===== src/rtl/mem_port_arbiter.sv =====
// mem_port_arbiter: shares one single-ported memory between the fetch
// and data ports, one access at a time, with a fetch anti-starvation cap.
module mem_port_arbiter #(
  parameter int ADDR_WIDTH   = 32,
  parameter int DATA_WIDTH   = 32,
  parameter int LATENCY      = 2,
  parameter int STARVE_LIMIT = 4
) (
  input  logic                  clk,
  input  logic                  rst,
  input  logic                  i_req,
  input  logic [ADDR_WIDTH-1:0] i_addr,
  output logic [DATA_WIDTH-1:0] i_rdata,
  output logic                  i_done,
  input  logic                  d_req,
  input  logic                  d_we,
  input  logic [ADDR_WIDTH-1:0] d_addr,
  input  logic [DATA_WIDTH-1:0] d_wdata,
  output logic [DATA_WIDTH-1:0] d_rdata,
  output logic                  d_done,
  output logic                  m_req,
  output logic                  m_we,
  output logic [ADDR_WIDTH-1:0] m_addr,
  output logic [DATA_WIDTH-1:0] m_wdata,
  input  logic [DATA_WIDTH-1:0] m_rdata,
  output logic                  busy
);

  typedef enum logic [1:0] {
    IDLE,
    ISSUE,
    WAIT,
    DONE
  } state_t;

  localparam logic [3:0] LAT = 4'(LATENCY);
  localparam logic [3:0] LIM = 4'(STARVE_LIMIT);

  state_t     state;
  logic       owner_d;
  logic [3:0] wcnt;
  logic [3:0] streak;
  logic       pick_d;

  // Data wins ties unless fetch has waited out the full streak.
  always_comb begin
    pick_d = d_req & (~i_req | (streak != LIM));
  end

  assign busy = (state != IDLE);

  // Access sequencer with registered memory and requester outputs.
  always_ff @(posedge clk or posedge rst) begin
    if (rst) begin
      state   <= IDLE;
      owner_d <= 1'b0;
      wcnt    <= '0;
      streak  <= '0;
      m_req   <= 1'b0;
      m_we    <= 1'b0;
      m_addr  <= '0;
      m_wdata <= '0;
      i_rdata <= '0;
      d_rdata <= '0;
      i_done  <= 1'b0;
      d_done  <= 1'b0;
    end else begin
      m_req  <= 1'b0;
      i_done <= 1'b0;
      d_done <= 1'b0;
      unique case (state)
        IDLE: begin
          if (i_req | d_req) begin
            owner_d <= pick_d;
            m_req   <= 1'b1;
            state   <= ISSUE;
            if (pick_d) begin
              m_addr  <= d_addr;
              m_we    <= d_we;
              m_wdata <= d_wdata;
              if (!i_req)
                streak <= '0;
              else if (streak != LIM)
                streak <= streak + 4'd1;
            end else begin
              m_addr  <= i_addr;
              m_we    <= 1'b0;
              m_wdata <= '0;
              streak  <= '0;
            end
          end
        end
        ISSUE: begin
          wcnt  <= LAT;
          state <= WAIT;
        end
        WAIT: begin
          wcnt <= wcnt - 4'd1;
          if (wcnt == 4'd1) begin
            state <= DONE;
            if (owner_d) begin
              d_rdata <= m_we ? '0 : m_rdata;
              d_done  <= 1'b1;
            end else begin
              i_rdata <= m_rdata;
              i_done  <= 1'b1;
            end
          end
        end
        DONE: begin
          state <= IDLE;
        end
        default: begin
          state <= IDLE;
        end
      endcase
    end
  end

endmodule


===== config.mk =====
export PLATFORM = sky130hd
export DESIGN_NAME = mem_port_arbiter
export DESIGN_NICKNAME = d
export VERILOG_FILES = /design/src/rtl/mem_port_arbiter.sv
export SDC_FILE = /design/constraint.sdc
export NUM_CORES = 1
export LEC_CHECK = 0
export BUFFER_PORTS_ARGS = -buffer_cell sky130_fd_sc_hd__buf_2
export CAP_MARGIN = 5
export CORE_UTILIZATION = 43
export DETAILED_ROUTE_END_ITERATION = 7
export PLACE_DENSITY = 0.76
export SLEW_MARGIN = 0
export SYNTH_ARGS = -nofsm -noshare
export SYNTH_HDL_FRONTEND = slang
export SYNTH_SLANG_ARGS = --single-unit

===== constraint.sdc =====
create_clock -name clk -period 3.75 [get_ports clk]
set_clock_uncertainty 0.05 [all_clocks]
set_input_delay 0.1875 -clock clk [delete_from_list [all_inputs] [get_ports clk]]
set_output_delay 0.1875 -clock clk [all_outputs]
set_load 0.01 [all_outputs]

## Word-level counts from Yosys, hierarchy flattened

Index checks and enable logic that the tools add are counted.

- Bitwise logic cells: 5
- Equal/unequal tests: 8
- Mux-type cells: 19
- $add $sub $neg: 2
- Reduce and logical (&&, ||, !) cells: 8

Operators by type and width:

| kind | count |
|---|---|
| $mux W32 | 3 |
| $mux W4 | 3 |
| $mux W1 | 9 |
| $reduce_and A3 Y1 | 3 |
| $pmux W2 S4 | 1 |
| $pmux W4 S2 | 1 |
| $add A4 B1 Y4 const B | 1 |
| $eq A2 B2 Y1 const B | 2 |
| $eq A4 B1 Y1 const B | 1 |
| $mux W2 | 2 |
| $ne A2 B2 Y1 const B | 2 |
| $ne A4 B3 Y1 const B | 1 |
| $reduce_and A2 Y1 | 2 |
| $reduce_bool A2 Y1 | 2 |
| $sub A4 B1 Y4 const B | 1 |
| $ne A3 B2 Y1 const B | 1 |
| $eq A2 B1 Y1 const B | 1 |
| $logic_not A2 Y1 | 1 |
| $not A1 Y1 | 2 |
| $or A1 B1 Y1 | 2 |
| $and A1 B1 Y1 | 1 |

- Register bits after elaboration: 143
- Output and inout port bits: 133
- Bits of input ports: 133
- Logic and storage cells: 54

## Depth between registers and ports, before layout

- Depth after elaboration: 5
- Gate-level depth with buffers: 8
- Depth with buffers taken out: 6

## Worst setup path after synthesis

Ideal clock, no wire load.

- Path type: register to register
- Start point: register state[0]
- End point: register i_rdata[0]
- Path buffers: 2
- Cell stages (with the launch flop): 8
- Library setup time: 0.125 ns
- Arrival: 1.571 ns
- Period minus slack after synthesis: 1.746 ns
- Slack: 2.004 ns
- Path through: dfrtp_1 inv_1 ha_1 and4bb_1 nor2b_4 buf_6 buf_12 mux2_4

- Cells in the longest elaborated chain, start to end: 2

Ends and longest elaborated chain:

| item | RTL line | source |
|---|---|---|
| start: declaration | 39 | `state_t state;` |
| start signal: assignment | 55 | `state <= IDLE;` |
| start signal: assignment | 76 | `state <= ISSUE;` |
| start signal: assignment | 95 | `state <= WAIT;` |
| $eq A2 B2 Y1 | 71 | `unique case (state)` |
| $reduce_and A3 Y1 (no line) | -- |  |
| end signal: assignment | 105 | `i_rdata <= m_rdata;` |
| end: declaration | 13 | `output logic [DATA_WIDTH-1:0] i_rdata,` |

No other way between the ends.
A chain may end at the register's enable or synchronous reset.

## Worst setup path in the final report

- Start point: register streak[0]
- End point: register m_addr[14]

- Cells in the longest elaborated chain, start to end: 4

Ends and longest elaborated chain:

| item | RTL line | source |
|---|---|---|
| start: declaration | 42 | `logic [3:0] streak;` |
| start signal: assignment | 84 | `streak <= streak + 4'd1;` |
| $ne A4 B3 Y1 | 47 | `pick_d = d_req & (~i_req \| (streak != LIM));` |
| $or A1 B1 Y1 | 47 |  |
| $and A1 B1 Y1 | 47 |  |
| $mux W32 | 77 | `if (pick_d) begin` |
| end signal: assignment | 78 | `m_addr <= d_addr;` |
| end signal: assignment | 86 | `m_addr <= i_addr;` |
| end: declaration | 23 | `output logic [ADDR_WIDTH-1:0] m_addr,` |

No other way between the ends.

==> results.txt <==
The run finished with clean final reports. The total nets after synthesis is 633. The prevailing post-synth register cell is dfrtp_1. The met2 wire length is 9.46 mm. The count of TritonRoute iterations in the first routing pass is 5. Counting along the longest clock path gives a buffer depth of 2.

The die height came out at 122 um. The register bit total from synthesis came out at 143. The worst ir drop on vdd is 0.369 mV. The largest total area in the synthesized netlist belongs to dfrtp_1. The clock transition at the registers of the reported paths is 60 ps.

The final number of setup-violating endpoints came out at 0. The summed area of non-filler cells in the final layout came out at 0.00925 mm^2. The horizontal extent of the die is 122 um.

After detailed routing, the number of vias per cell comes to 5.34. The number of antenna cells inserted came out at 0. The average detailed-routed wire length per instance came out at 18.1 um. The net total in the final layout is 994. The headroom to the max-slew limit came out at 20.1%.

In this run, distinct cell masters in the synthesized netlist total 38. Setup repair after global routing left no endpoint under its margin. In the post-synthesis netlist, the biggest area contributors are dfrtp_1 (58%), mux2_4 (7.0%), mux2_2 (6.6%).

The area growth from synthesis to layout is 49.5%. The count of flip-flops with a built-in enable after synthesis came out at 0. For this run, design rule violations remaining after detail routing come to 0.

Once detailed placement completed, the half-perimeter wirelength came to 11.0 mm. The number of buffers inserted by hold repair at cts came out at 110. Of all flip-flops after synthesis, the portion carrying an async set or reset was 100%. The worst setup path is launched from a register. Setup slack on the critical path of the routed design comes to 625 ps. The post-synth design cell area is 0.00619 mm^2. After global routing the overflow that remains totals 0. The final critical path takes up 83.3% of the cycle. The count of nets left with antenna violations after detail routing is 0. Ranked by instance count, the synthesized netlist is headed by dfrtp_1 (143), nand2_1 (68), mux2_2 (36). The detailed route wirelength on metal3 came out at 1.74 mm. The number of I/O pins is 266. The via count of the first global-routing pass came out at 5,827.

The power per standard cell area came out at 767 mW/mm^2. The pre-CTS setup slack is 1240 ps. The TritonCTS buffer count is 17. TritonCTS built the clock tree. The die covers 0.0149 mm^2.

The area of the multi-input gates is 0.00234 mm^2. The reported leakage power is 4.61 nW. The actual transition at the worst max-transition pin came out at 1200 ps. For this block, the routed nets add up to 18.9 mm of wire.

Routability-driven placement finished with a final weighted congestion of 0.821. After clock tree synthesis, the setup repair step added 0 buffers. The number of gates given a new drive strength after cts is 0. The synthesized area divided by synthesized cell count came out at 12.5 um^2. Of all nets on the critical path, the largest fanout is 34. After filler insertion, the fill cell instance count of the layout stands at 965. Summed over its instances, the top area cell type makes up 57.8% of the synthesized netlist area. The via count came out at 5,581.

The wire length on met1 came out at 7.11 mm. The initial detailed-routing violation count came out at 281. The first-pass GRT wire length came out at 28.9 mm. The buffer cell driving the clock tree root is clkbuf_16. The initial antenna violation count is 0. The worst setup path is of the register to register kind. The maximum frequency from static timing analysis came out at 0.320 GHz. Registers take 0.00358 mm^2. In this run the core area contains 43 standard-cell rows.

The number of port buffers is 265. The number of slew-limit violations in the final report is 0. The number of warning messages in the yosys log came out at 0.

The total number of clock tree sinks came out at 143. In the post-synthesis netlist, the cell with the most instances is dfrtp_1. The number of instances in the synthesized netlist is 494. After floorplanning, the core was sized to cover 0.0139 mm^2. After synthesis, flip-flops and latches occupy 57.8% of the total area. The overall track demand over capacity in global routing is 25.7%.

The standard cell area after detailed placement came out at 0.00758 mm^2. The number of hold violations in the final report was 0. The required arrival time at the worst endpoint came out at 3990 ps.

The critical path data arrival time is 3370 ps. The worst setup path is captured at a register. The number of H-tree levels came out at 4. Max-cap violations in this run came to 0. The fraction of layout cells with a size suffix above 1 is 42.8%. The maximum number of pins on one net before global-route repair is 144. The setup TNS after final layout came out at 0 ps. After detailed routing, no signal wire sits above met4.

The path type of the worst min-delay path is input port to register. The initial core utilization is 44.4%. The final period demand of the worst path is 3120 ps. The latest clock arrival within the worst-skew pair is 410 ps.
-- critical path, stage by stage, from the launching register on --
cell	delay, ps
dfrtp_1	400
inv_1	70
ha_1	220
nand4b_2	100
buf_4	340
and2_1	960
o211ai_1	220
dlygate4sd3_1	630
-- layout by cell type (no fill, tap or decap), types with 2 or more instances in the layout --
master | synthesis | routed
clkbuf_1 | 19 | 3
bufinv_16 | 0 | 2
clkbuf_16 | 0 | 17
o21ai_0 | 4 | 4
ha_1 | 6 | 6
and3_1 | 2 | 2
nand3_1 | 3 | 3
dfrtp_1 | 143 | 143
mux2_2 | 36 | 36
inv_1 | 10 | 9
nand2_1 | 68 | 68
nor2_1 | 3 | 3
nand4_1 | 32 | 32
nor2b_1 | 32 | 32
a22o_1 | 33 | 33
a31oi_1 | 2 | 2
nand3b_1 | 2 | 2
o211ai_1 | 33 | 33
buf_4 | 3 | 5
mux2_4 | 29 | 29
buf_2 | 13 | 265
clkbuf_8 | 0 | 4
dlygate4sd3_1 | 0 | 110
clkinvlp_4 | 0 | 2
-- where the power goes --
| part | internal [mW] | leakage, nW | total [mW] | switching [mW] |
|---|---|---|---|---|
| Combinational | 1.36 | 2.54 | 2.78 | 1.42 |
| Sequential | 2.22 | 1.80 | 2.67 | 0.454 |
| Clock | 1.04 | 0.278 | 1.64 | 0.601 |
-- stage by stage --
stage          cells  utilization, %  power (mW)  hold WS, ps
2_1_floorplan    494               -        4.14          270
3_3_place_gp     906            54.4        5.05          357
3_5_place_dp     906            54.4        5.19          358
4_1_cts         1045            66.4        7.06         2.22
5_1_grt         1045            66.4        7.51         8.89
6_report        1045            66.4        7.09         18.7
-- sequential cells by signal (all words and copies together), names as in the netlist, 2 cells and up --
name	count
d_rdata	32
i_rdata	32
m_addr	32
m_wdata	32
streak	4
wcnt	4
state	2
-- cells by family after synthesis --
logic type	after synthesis	synth area share, %
flip-flops	143	57.8
adder cells (fa/ha/maj)	6	1.21
buffers and inverters	50	4.39
multiplexers	66	13.8
AND/OR/NAND/NOR	150	12.6
AO/OA/AOI/OAI	79	10.2
-- final timing paths --
| kind | endpoint | cells past startpoint | start | slack, ps |
|---|---|---|---|---|
| worst min register to register | state[0] | 1 | state[0] | 440 |
| max in group asynchronous | state[1] | 4 | rst | 2590 |
| worst max register to register | m_addr[14] | 7 | streak[0] | 630 |
| worst min-delay path | m_addr[22] | 3 | i_addr[22] | 20 |
| worst max-delay path | m_addr[14] | 7 | streak[0] | 630 |
| min in group asynchronous | d_rdata[24] | 4 | rst | 490 |
-- final cells by class --
cell class                      instances  share of cell area [%]
Tap cell                              180                    2.43
Clock inverter                          5                   0.879
Timing Repair Buffer                  381                    26.9
Multi-Input combinational cell        301                    25.3
Clock buffer                           24                    5.32
Sequential cell                       143                    38.7
Inverter                               11                   0.487
-- metal layers --
metal | GRT usage, % | vias up
met5 | 0 | -
met4 | 12.8 | 0
met3 | 7.87 | 59
met2 | 44.1 | 322
met1 | 28.8 | 2719
li1 | - | 2481
No activity file was read; power rests on OpenSTA's default activity.
